File: src/rtl/timer_pkg.sv
// Shared definitions for the down counter/timer.
// - state_t        : controller state encoding (IDLE/RUN/DONE)
// - DEF_DATA_SIZE  : default count width
// - DEF_PRESCALE_W : default prescaler width (only used with TIMER_PRESCALE_EN)
package timer_pkg;

  typedef enum logic [1:0] {
    IDLE = 2'b00,
    RUN  = 2'b01,
    DONE = 2'b10
  } state_t;

  localparam int DEF_DATA_SIZE  = 4;
  localparam int DEF_PRESCALE_W = 2;

endpackage

File: src/rtl/tick_prescaler.sv
// Step-strobe generator for the down counter/timer.
// The internal counter advances on each enabled cycle. The step strobe is high
// on the enabled cycle where the counter is all-ones, so one step is produced
// every 2^W enabled cycles. The down counter only instantiates this block
// when TIMER_PRESCALE_EN is defined.
// Ports:
//   clk     : system clock
//   reset_n : async active-low reset, clears the count
//   clr     : synchronous clear (load restarts the prescale phase)
//   cnt_en  : count this cycle (enabled RUN cycle)
//   step    : strobe, cnt_en && count all-ones
module tick_prescaler #(
  parameter int W = 2
) (
  input  logic clk,
  input  logic reset_n,
  input  logic clr,
  input  logic cnt_en,
  output logic step
);

  logic [W-1:0] cnt;

  always_ff @(posedge clk or negedge reset_n) begin
    if (!reset_n)    cnt <= '0;
    else if (clr)    cnt <= '0;
    else if (cnt_en) cnt <= cnt + W'(1);
  end

  assign step = cnt_en && (&cnt);

endmodule

File: src/rtl/down_counter_timer.sv
// Loadable, enable-gated down counter/timer with terminal-count pulse and
// optional auto-reload.
// Optional feature: TIMER_PRESCALE_EN -- when defined, count steps happen only
// once every 2^PRESCALE_W enabled RUN cycles (see tick_prescaler).
// Ports:
//   clk         : system clock
//   reset_n     : async active-low reset
//   load        : load strobe (highest priority), starts a run
//   load_val    : start/reload value captured on load
//   en          : count enable, low holds the count
//   auto_reload : 1 = reload and keep running at zero, 0 = stop at zero
//   q_out       : current count (registered)
//   tc          : terminal-count pulse, one clk wide (registered)
//   busy        : high while in RUN
module down_counter_timer
  import timer_pkg::*;
#(
  parameter int DATA_SIZE  = DEF_DATA_SIZE,
  parameter int PRESCALE_W = DEF_PRESCALE_W
) (
  input  logic                 clk,
  input  logic                 reset_n,
  input  logic                 load,
  input  logic [DATA_SIZE-1:0] load_val,
  input  logic                 en,
  input  logic                 auto_reload,
  output logic [DATA_SIZE-1:0] q_out,
  output logic                 tc,
  output logic                 busy
);

  state_t               state, state_nxt;
  logic [DATA_SIZE-1:0] q_nxt, reload_reg, reload_nxt;
  logic                 tc_nxt;
  logic                 step;

`ifdef TIMER_PRESCALE_EN
  // Prescaler only advances on enabled RUN cycles that are not overridden
  // by a load; load also restarts its phase.
  tick_prescaler #(.W(PRESCALE_W)) u_prescaler (
    .clk     (clk),
    .reset_n (reset_n),
    .clr     (load),
    .cnt_en  ((state == RUN) && en && !load),
    .step    (step)
  );
`else
  assign step = en;
`endif

  always_ff @(posedge clk or negedge reset_n) begin
    if (!reset_n) begin
      state      <= IDLE;
      q_out      <= '0;
      reload_reg <= '0;
      tc         <= 1'b0;
    end else begin
      state      <= state_nxt;
      q_out      <= q_nxt;
      reload_reg <= reload_nxt;
      tc         <= tc_nxt;
    end
  end

  always_comb begin
    state_nxt  = state;
    q_nxt      = q_out;
    reload_nxt = reload_reg;
    tc_nxt     = 1'b0;
    if (load) begin
      q_nxt      = load_val;
      reload_nxt = load_val;
      state_nxt  = (load_val != '0) ? RUN : DONE;
    end else begin
      case (state)
        RUN: begin
          if (en && step) begin
            if (q_out > DATA_SIZE'(1)) begin
              q_nxt = q_out - DATA_SIZE'(1);
            end else if (q_out == DATA_SIZE'(1)) begin
              // tc lands in the same edge as q_out -> 0
              q_nxt  = '0;
              tc_nxt = 1'b1;
              if (!auto_reload) state_nxt = DONE;
            end else begin
              // zero while still RUN only happens on the reload path
              q_nxt = reload_reg;
            end
          end
        end
        IDLE, DONE: ;
        default: state_nxt = IDLE;
      endcase
    end
  end

  // decoded from the state register only
  assign busy = (state == RUN);

endmodule

File: config.mk
export PLATFORM = sky130hd
export DESIGN_NAME = down_counter_timer
export DESIGN_NICKNAME = d
export VERILOG_FILES = /design/src/rtl/timer_pkg.sv /design/src/rtl/tick_prescaler.sv /design/src/rtl/down_counter_timer.sv
export SDC_FILE = /design/constraint.sdc
export NUM_CORES = 1
export LEC_CHECK = 0
export CORE_AREA = 2 2 39 41
export DETAILED_ROUTE_END_ITERATION = 7
export DIE_AREA = 0 0 41 43
export PLACE_DENSITY_LB_ADDON = 0.1
export SETUP_SLACK_MARGIN = 0.02
export SYNTH_ARGS = -nofsm -noshare
export SYNTH_HDL_FRONTEND = slang
export SYNTH_SLANG_ARGS = --single-unit
File: constraint.sdc
create_clock -name clk -period 2.7 [get_ports clk]
set_input_delay 0.81 -clock clk [delete_from_list [all_inputs] [get_ports clk]]
set_output_delay 0.81 -clock clk [all_outputs]
set_load 0.02 [all_outputs]
==> flow_summary.html <==
<table>
<tr><th>Metric</th><th>Value</th></tr>
<tr><th colspan="2">Synth</th></tr>
<tr><td>Area leader, netlist</td><td>sky130_fd_sc_hd__dfrtp_1</td></tr>
<tr><td>Distinct cell type count of the synthesized netlist</td><td>27</td></tr>
<tr><td>Post-synthesis cell area</td><td>603 um^2</td></tr>
<tr><td>Biggest area contributors in the synthesized netlist</td><td>sky130_fd_sc_hd__dfrtp_1, sky130_fd_sc_hd__a21oi_1, sky130_fd_sc_hd__inv_1</td></tr>
<tr><td>Async set-reset flop share out of synthesis</td><td>100%</td></tr>
<tr><td>Net count of the mapped netlist</td><td>75</td></tr>
<tr><td>Fraction of post-synthesis cell area in the top cell type by area</td><td>a little under half</td></tr>
<tr><td>Yosys warning count</td><td>0</td></tr>
<tr><td>Sequential element share of the synthesized area</td><td>45.6%</td></tr>
<tr><td>Leading cell type by number of instances after synthesis</td><td>sky130_fd_sc_hd__dfrtp_1</td></tr>
<tr><td>Most used standard cells in the synthesized netlist</td><td>sky130_fd_sc_hd__dfrtp_1, sky130_fd_sc_hd__inv_1, sky130_fd_sc_hd__a21oi_1, sky130_fd_sc_hd__nand2_1, sky130_fd_sc_hd__o21ai_0</td></tr>
<tr><td>Avg Cell Area, Syn</td><td>9.42 um^2</td></tr>
<tr><td>Dominant register cell in the synthesized netlist</td><td>sky130_fd_sc_hd__dfrtp_1</td></tr>
<tr><td>Synth Register Bits</td><td>11</td></tr>
<tr><td>EDFF count, synth</td><td>0</td></tr>
<tr><td>Number of cells produced by synthesis</td><td>64</td></tr>
<tr><th colspan="2">Placed design</th></tr>
<tr><td>Placer's final routability congestion estimate</td><td>about 0.73</td></tr>
<tr><td>Number of port buffers</td><td>14</td></tr>
<tr><td>Number of instances in the placed design</td><td>93</td></tr>
<tr><td>Placement-stage worst setup slack</td><td>0.587 ns</td></tr>
<tr><th colspan="2">Worst hold path</th></tr>
<tr><td>Type of the tightest min-delay check</td><td>register to register</td></tr>
<tr><th colspan="2">Clock tree</th></tr>
<tr><td>Hold bufs inserted after CTS</td><td>0</td></tr>
<tr><td>Clock transition at path regs</td><td>about 0.070 ns</td></tr>
<tr><td>Buffer cell driving the clock tree root</td><td>sky130_fd_sc_hd__clkbuf_4</td></tr>
<tr><td>Skew-Pair Late Insertion Delay</td><td>roughly 0.26 ns</td></tr>
<tr><td>Sink count of the clock tree</td><td>11</td></tr>
<tr><td>Count of cells resized by post-cts repair</td><td>0</td></tr>
<tr><td>Level count of the clock H-tree</td><td>1</td></tr>
<tr><td>Post-CTS setup buffer count</td><td>0</td></tr>
<tr><td>Clock tree from TritonCTS</td><td>yes</td></tr>
<tr><td>Max clock buf depth</td><td>2</td></tr>
<tr><td>Number of buffers created by CTS</td><td>3</td></tr>
<tr><th colspan="2">STA</th></tr>
<tr><td>Total negative slack</td><td>0 ns</td></tr>
<tr><td>Final hold violation count</td><td>0</td></tr>
<tr><td>Max Transition Viols Final</td><td>0</td></tr>
<tr><td>Min Clock Period, post-route</td><td>2.23 ns</td></tr>
<tr><td>Final critical-path share of the clock period</td><td>82.7%</td></tr>
<tr><td>Headroom to the max-slew limit</td><td>about two thirds</td></tr>
<tr><td>Final setup violation count</td><td>0</td></tr>
<tr><td>RSZ-0062 raised after global routing</td><td>no</td></tr>
<tr><td>Maximum frequency from static timing analysis</td><td>448 MHz</td></tr>
<tr><td>Setup WS post-layout</td><td>0.468 ns</td></tr>
<tr><td>Worst Skew</td><td>around 0.0016 ns</td></tr>
<tr><td>Worst-margin pin slew</td><td>0.501 ns</td></tr>
<tr><th colspan="2">Worst setup path</th></tr>
<tr><td>Largest stage delay on the critical path</td><td>0.61 ns</td></tr>
<tr><td>CP Data Required Time</td><td>1.89 ns</td></tr>
<tr><td>CP cell instances</td><td>nor2b_2 &gt; clkdlybuf4s50_1</td></tr>
<tr><td>Maximum net fanout on the critical path</td><td>3</td></tr>
<tr><td>Critical path type</td><td>register to output pin</td></tr>
<tr><td>Cell family with the largest share of critical-path delay</td><td>buffers and inverters</td></tr>
<tr><td>Endpoint arrival time on the critical path</td><td>about 1.4 ns</td></tr>
<tr><td>Critical Path Sink Type</td><td>output pin</td></tr>
<tr><td>Count of buffering cells on the critical path with inverters included</td><td>1</td></tr>
<tr><td>Worst Setup Start Kind</td><td>register</td></tr>
<tr><td>Cell with the largest stage delay on the worst path</td><td>sky130_fd_sc_hd__clkdlybuf4s50_1</td></tr>
<tr><th colspan="2">Routing</th></tr>
<tr><td>Drt drc</td><td>0</td></tr>
<tr><td>Top layer reached by signal wires</td><td>met4</td></tr>
<tr><td>Count of routing violations after the opening detailed-route iteration</td><td>9</td></tr>
<tr><td>Drt first pass iters</td><td>3</td></tr>
<tr><td>Wire length on met1</td><td>558 um</td></tr>
<tr><td>Number of vias after detailed routing</td><td>534</td></tr>
<tr><td>Total routed wirelength</td><td>1230 um</td></tr>
<tr><td>Detail Route met3 WL</td><td>50 um</td></tr>
<tr><td>Met2 Routed Length</td><td>607 um</td></tr>
<tr><td>Wire length per cell after detailed routing</td><td>12.6 um</td></tr>
<tr><td>Antenna Violating Nets Remaining</td><td>0</td></tr>
<tr><td>Drt via density</td><td>about 5.5</td></tr>
<tr><th colspan="2">Floorplan</th></tr>
<tr><td>Number of top-level design ports</td><td>15</td></tr>
<tr><td>Total number of placement rows</td><td>14</td></tr>
<tr><td>Die extent in x</td><td>41 um</td></tr>
<tr><td>Die area</td><td>1760 um^2</td></tr>
<tr><td>Total core area</td><td>1380 um^2</td></tr>
<tr><td>Effective utilization at floorplan</td><td>roughly 44%</td></tr>
<tr><td>Die H</td><td>43 um</td></tr>
<tr><th colspan="2">Power</th></tr>
<tr><td>Worst IR Drop VDD</td><td>approximately 0.00027 V</td></tr>
<tr><td>Total power divided by cell area</td><td>526 nW/um^2</td></tr>
<tr><td>Total Power</td><td>~0.41 mW</td></tr>
<tr><td>Leakage</td><td>roughly 0.35 nW</td></tr>
<tr><th colspan="2">Layout</th></tr>
<tr><td>Fraction of layout instances using a drive strength above 1</td><td>11.1%</td></tr>
<tr><td>Inserted Diodes</td><td>0</td></tr>
<tr><td>Area grow syn2layout</td><td>30.3%</td></tr>
<tr><td>Final Non-Filler Cells</td><td>97</td></tr>
<tr><td>Area used by multi-input combinational logic</td><td>between 200 and 300 um^2</td></tr>
<tr><td>Post-route core utilization</td><td>56.8%</td></tr>
<tr><td>FF/Latch Area</td><td>between 200 and 300 um^2</td></tr>
<tr><td>Layout net count</td><td>between 90 and 100</td></tr>
<tr><td>Layout fillers</td><td>133</td></tr>
<tr><th colspan="2">Global routing</th></tr>
<tr><td>Leftover overflow at the end of global routing</td><td>0</td></tr>
<tr><td>Antenna violations before repair</td><td>0</td></tr>
<tr><td>Via count of the first global-routing pass</td><td>508</td></tr>
<tr><td>Global-route wire length before repair</td><td>2130 um</td></tr>
<tr><td>Largest net degree at the start of global routing</td><td>16</td></tr>
<tr><td>Gr usage total</td><td>roughly 18%</td></tr>
<tr><th colspan="2">Run</th></tr>
<tr><td>Max-cap violations</td><td>0</td></tr>
<tr><th colspan="2">Status</th></tr>
<tr><td>Outcome</td><td>completed</td></tr>
</table>
==> cell families (layout without fill, tap and decap cells) <==
group	count (synthesis)	in the layout	synth area share, %
AOI/OAI and AO/OA	20	20	21.4
and+or+nand+nor	19	19	18.9
DFF	11	11	45.6
buffers and inverters	11	28	8.09
adders and majority gates	2	2	4.15
muxes	1	1	1.87
==> through the flow <==
step,instance area [um^2],hold WS (ns)
after global routing,786,0.536
final,786,0.515
after global placement,759,0.496
after floorplan,603,0.474
after detailed placement,759,0.505
after CTS,786,0.516
==> layout make-up <==
cell class,count,share of cell area [%]
Tap cell,16,2.55
Clock buffer,4,3.34
Inverter,8,3.82
Timing Repair Buffer,16,19.7
Sequential cell,11,35.0
Multi-Input combinational cell,42,35.5
==> layout by cell type (no fill, tap or decap), types with 2 or more instances in the layout <==
cell / instances
sky130_fd_sc_hd__nand2_1: 6
sky130_fd_sc_hd__clkdlybuf4s50_1: 14
sky130_fd_sc_hd__o21ai_0: 5
sky130_fd_sc_hd__inv_1: 8
sky130_fd_sc_hd__dfrtp_1: 11
sky130_fd_sc_hd__buf_4: 2
sky130_fd_sc_hd__a21oi_1: 6
sky130_fd_sc_hd__nor2_1: 2
sky130_fd_sc_hd__o31ai_1: 2
sky130_fd_sc_hd__ha_1: 2
sky130_fd_sc_hd__clkbuf_4: 3
sky130_fd_sc_hd__o41ai_1: 2
sky130_fd_sc_hd__a211oi_1: 2
==> where the power goes <==
| group | switching (mW) | internal [mW] | total, mW |
|---|---|---|---|
| sequential | 0.0149 | 0.180 | 0.194 |
| combinational | 0.0560 | 0.0537 | 0.110 |
| clock | 0.0523 | 0.0571 | 0.109 |
| total | 0.123 | 0.290 | 0.413 |
==> final timing paths <==
kind	start	end	slack, ns	cells past startpoint
setup / recovery	state[1]	busy	0.47	2
setup reg to reg	q_out[1]	state[1]	1.09	6
min in group asynchronous	reset_n	q_out[2]	0.88	1
max in group asynchronous	reset_n	reload_reg[0]	1.49	1
hold / removal	state[1]	state[0]	0.51	1
hold reg to reg	state[1]	state[0]	0.51	1
==> layer usage <==
metal | global-route usage (%) | vias up
met5 | 0 | -
met4 | 10.0 | 0
met3 | 3.14 | 2
met2 | 26.3 | 10
met1 | 24.6 | 259
li1 | - | 263
(Power assumes the default switching activity.)
==> RTL edit (config.mk and constraints unchanged) <==
Change the package constant `DEF_DATA_SIZE` from 4 to 2.
--- a/src/rtl/timer_pkg.sv
+++ b/src/rtl/timer_pkg.sv
@@ -10,7 +10,7 @@
     DONE = 2'b10
   } state_t;
 
-  localparam int DEF_DATA_SIZE  = 4;
+  localparam int DEF_DATA_SIZE  = 2;
   localparam int DEF_PRESCALE_W = 2;
 
 endpackage
Ports: changed (resized load_val and q_out); port bits go from 15 to 11. The function was not compared with the original's and may differ.
==> RTL edit against the unedited design <==
- global-route usage shrank 5.6 points
- area after synthesis shrank 42%
- final area shrank 38%
- power shrank 34%
- sequential cell count shrank 4
- routed wire length shrank 41%
- worst setup slack lost 0.077 ns
- clock skew grew 0.0010 ns
- via count shrank 47%
- largest power group unchanged
- highest routed layer unchanged
==> RTL edit: results (changes against the unedited design) <==
Worst hold path
  – Hold Path Class: reg -> reg
  – Hold path start: reload_reg[0]$_DFFE_PN0P_
  – Hold EP: reload_reg[0]$_DFFE_PN0P_

Logic synthesis
  – Main area contributors after synthesis: dfrtp_1 (50%), o311ai_2 (4.6%), nand3b_1 (4.3%), and4bb_1 (3.6%), nor2b_1 (3.6%)
  – Cell variety after synth: 19 (-30%)
  – Synth top cells by count: dfrtp_1 (7), inv_1 (3), nor2_1 (3)
  – Seq/Total Area, Yosys: 0.500 (+0.0436)
  – Synth Net Count: 39 (-48%)
  – Synth warnings: 0 (unchanged)

Setup path
  – Crit path DAT: 1.50 ns (+0.08 ns)
  – CP Max Fanout: 4 (+1)
  – Worst R2R Start: q_out[0]$_DFFE_PN0P_
  – Worst stage delay on the critical path: 0.59 ns (-0.02 ns)
  – R2R setup slack: 1.66 ns (+0.57 ns)
  – Reg2reg path depth: 2 (-4)
  – Reg2Reg Capture Point: q_out[0]$_DFFE_PN0P_

GRT
  – First-pass GRT wire length: 1320 µm (-38%)
  – Global Route Usage Sum: 0.125 (-0.0559)
  – Largest net degree at the start of global routing: 13 (-3)

Detailed routing
  – DR WL/cell: 11.9 µm (-6.0%)
  – Drt pass-1 iters: 2 (-1)
  – Drt via density: 4.66 (-15%)

Power and ir drop
  – Switching share of power: 0.268 (-0.0298)
  – Worst VDD drop: 291 µV (+7.7%)
  – Lkg Pwr: 0.000200 µW (-42%)

Clock tree
  – Clk slew on worst S/H paths: 0.05 ns (-0.02 ns)
  – Clk buf depth: 2 (unchanged)

Timing
  – Max transition margin: 0.706 (+0.0404)
  – Clock Skew: 0.00262 ns (+0.00102 ns)

Layout
  – Final net count: 53 (-43%)
  – Fill cells: 142 (+6.8%)

Outcome
  – Status: complete, no violations
## RTL edit: how the worst max path moves through the flow
stage,cells past startpoint,slack [ns],from,end
after CTS,3,0.37,state[1]$_DFFE_PN0P_,busy
final,3,0.39,state[1]$_DFFE_PN0P_,busy
after global routing,3,0.30,state[1]$_DFFE_PN0P_,busy
after floorplan,2,1.20,state[1]$_DFFE_PN0P_,busy
after global placement,3,0.64,load,q_out[0]$_DFFE_PN0P_
after detailed placement,3,0.60,load,q_out[0]$_DFFE_PN0P_
## RTL edit: power by group through the flow
stage	Clock [µW]	Combinational [µW]	Sequential, µW
after floorplan	0	26.3	127
after global placement	0	54.8	125
after detailed placement	0	55.9	125
after CTS	103	56.0	123
after global routing	111	61.3	125
final	94.8	55.5	123
## RTL edit: kinds of logic after synthesis
kind of cell	count (synthesis)	synth area share
AND/OR/NAND/NOR	14	0.254
buffers and inverters	4	0.0643
flip-flops	7	0.500
AO/OA/AOI/OAI	6	0.150
multiplexers	1	0.0321
## RTL edit: layer usage
metal / part of all wire / wire length, µm / vias to the layer above / GRT usage
met5: 0 / 0 / - / 0
met4: 0.019 / 14 / 0 / 0.100
met3: 0.068 / 49 / 2 / 0.0942
met2: 0.45 / 327 / 11 / 0.144
met1: 0.46 / 332 / 130 / 0.148
li1: - / - / 141 / -
## RTL edit: final cells by class
type / count / area (µm²) / area share
Multi-Input combinational cell: 21 / 153 / 0.314
Inverter: 3 / 11.3 / 0.0232
Sequential cell: 7 / 175 / 0.361
Tap cell: 16 / 20.0 / 0.0412
Timing Repair Buffer: 10 / 100 / 0.206
Clock buffer: 4 / 26.3 / 0.0541
## RTL edit: per-stage QoR
step	utilization	std cells	total power, µW	hold slack, ns	setup slack (ns)
floorplan	-	32	153	0.459	1.20
global placement	0.332	57	179	0.476	0.641
detailed placement	0.332	57	181	0.487	0.598
finish	0.351	61	273	0.496	0.391
CTS	0.351	61	282	0.499	0.371
global route	0.351	61	297	0.535	0.300
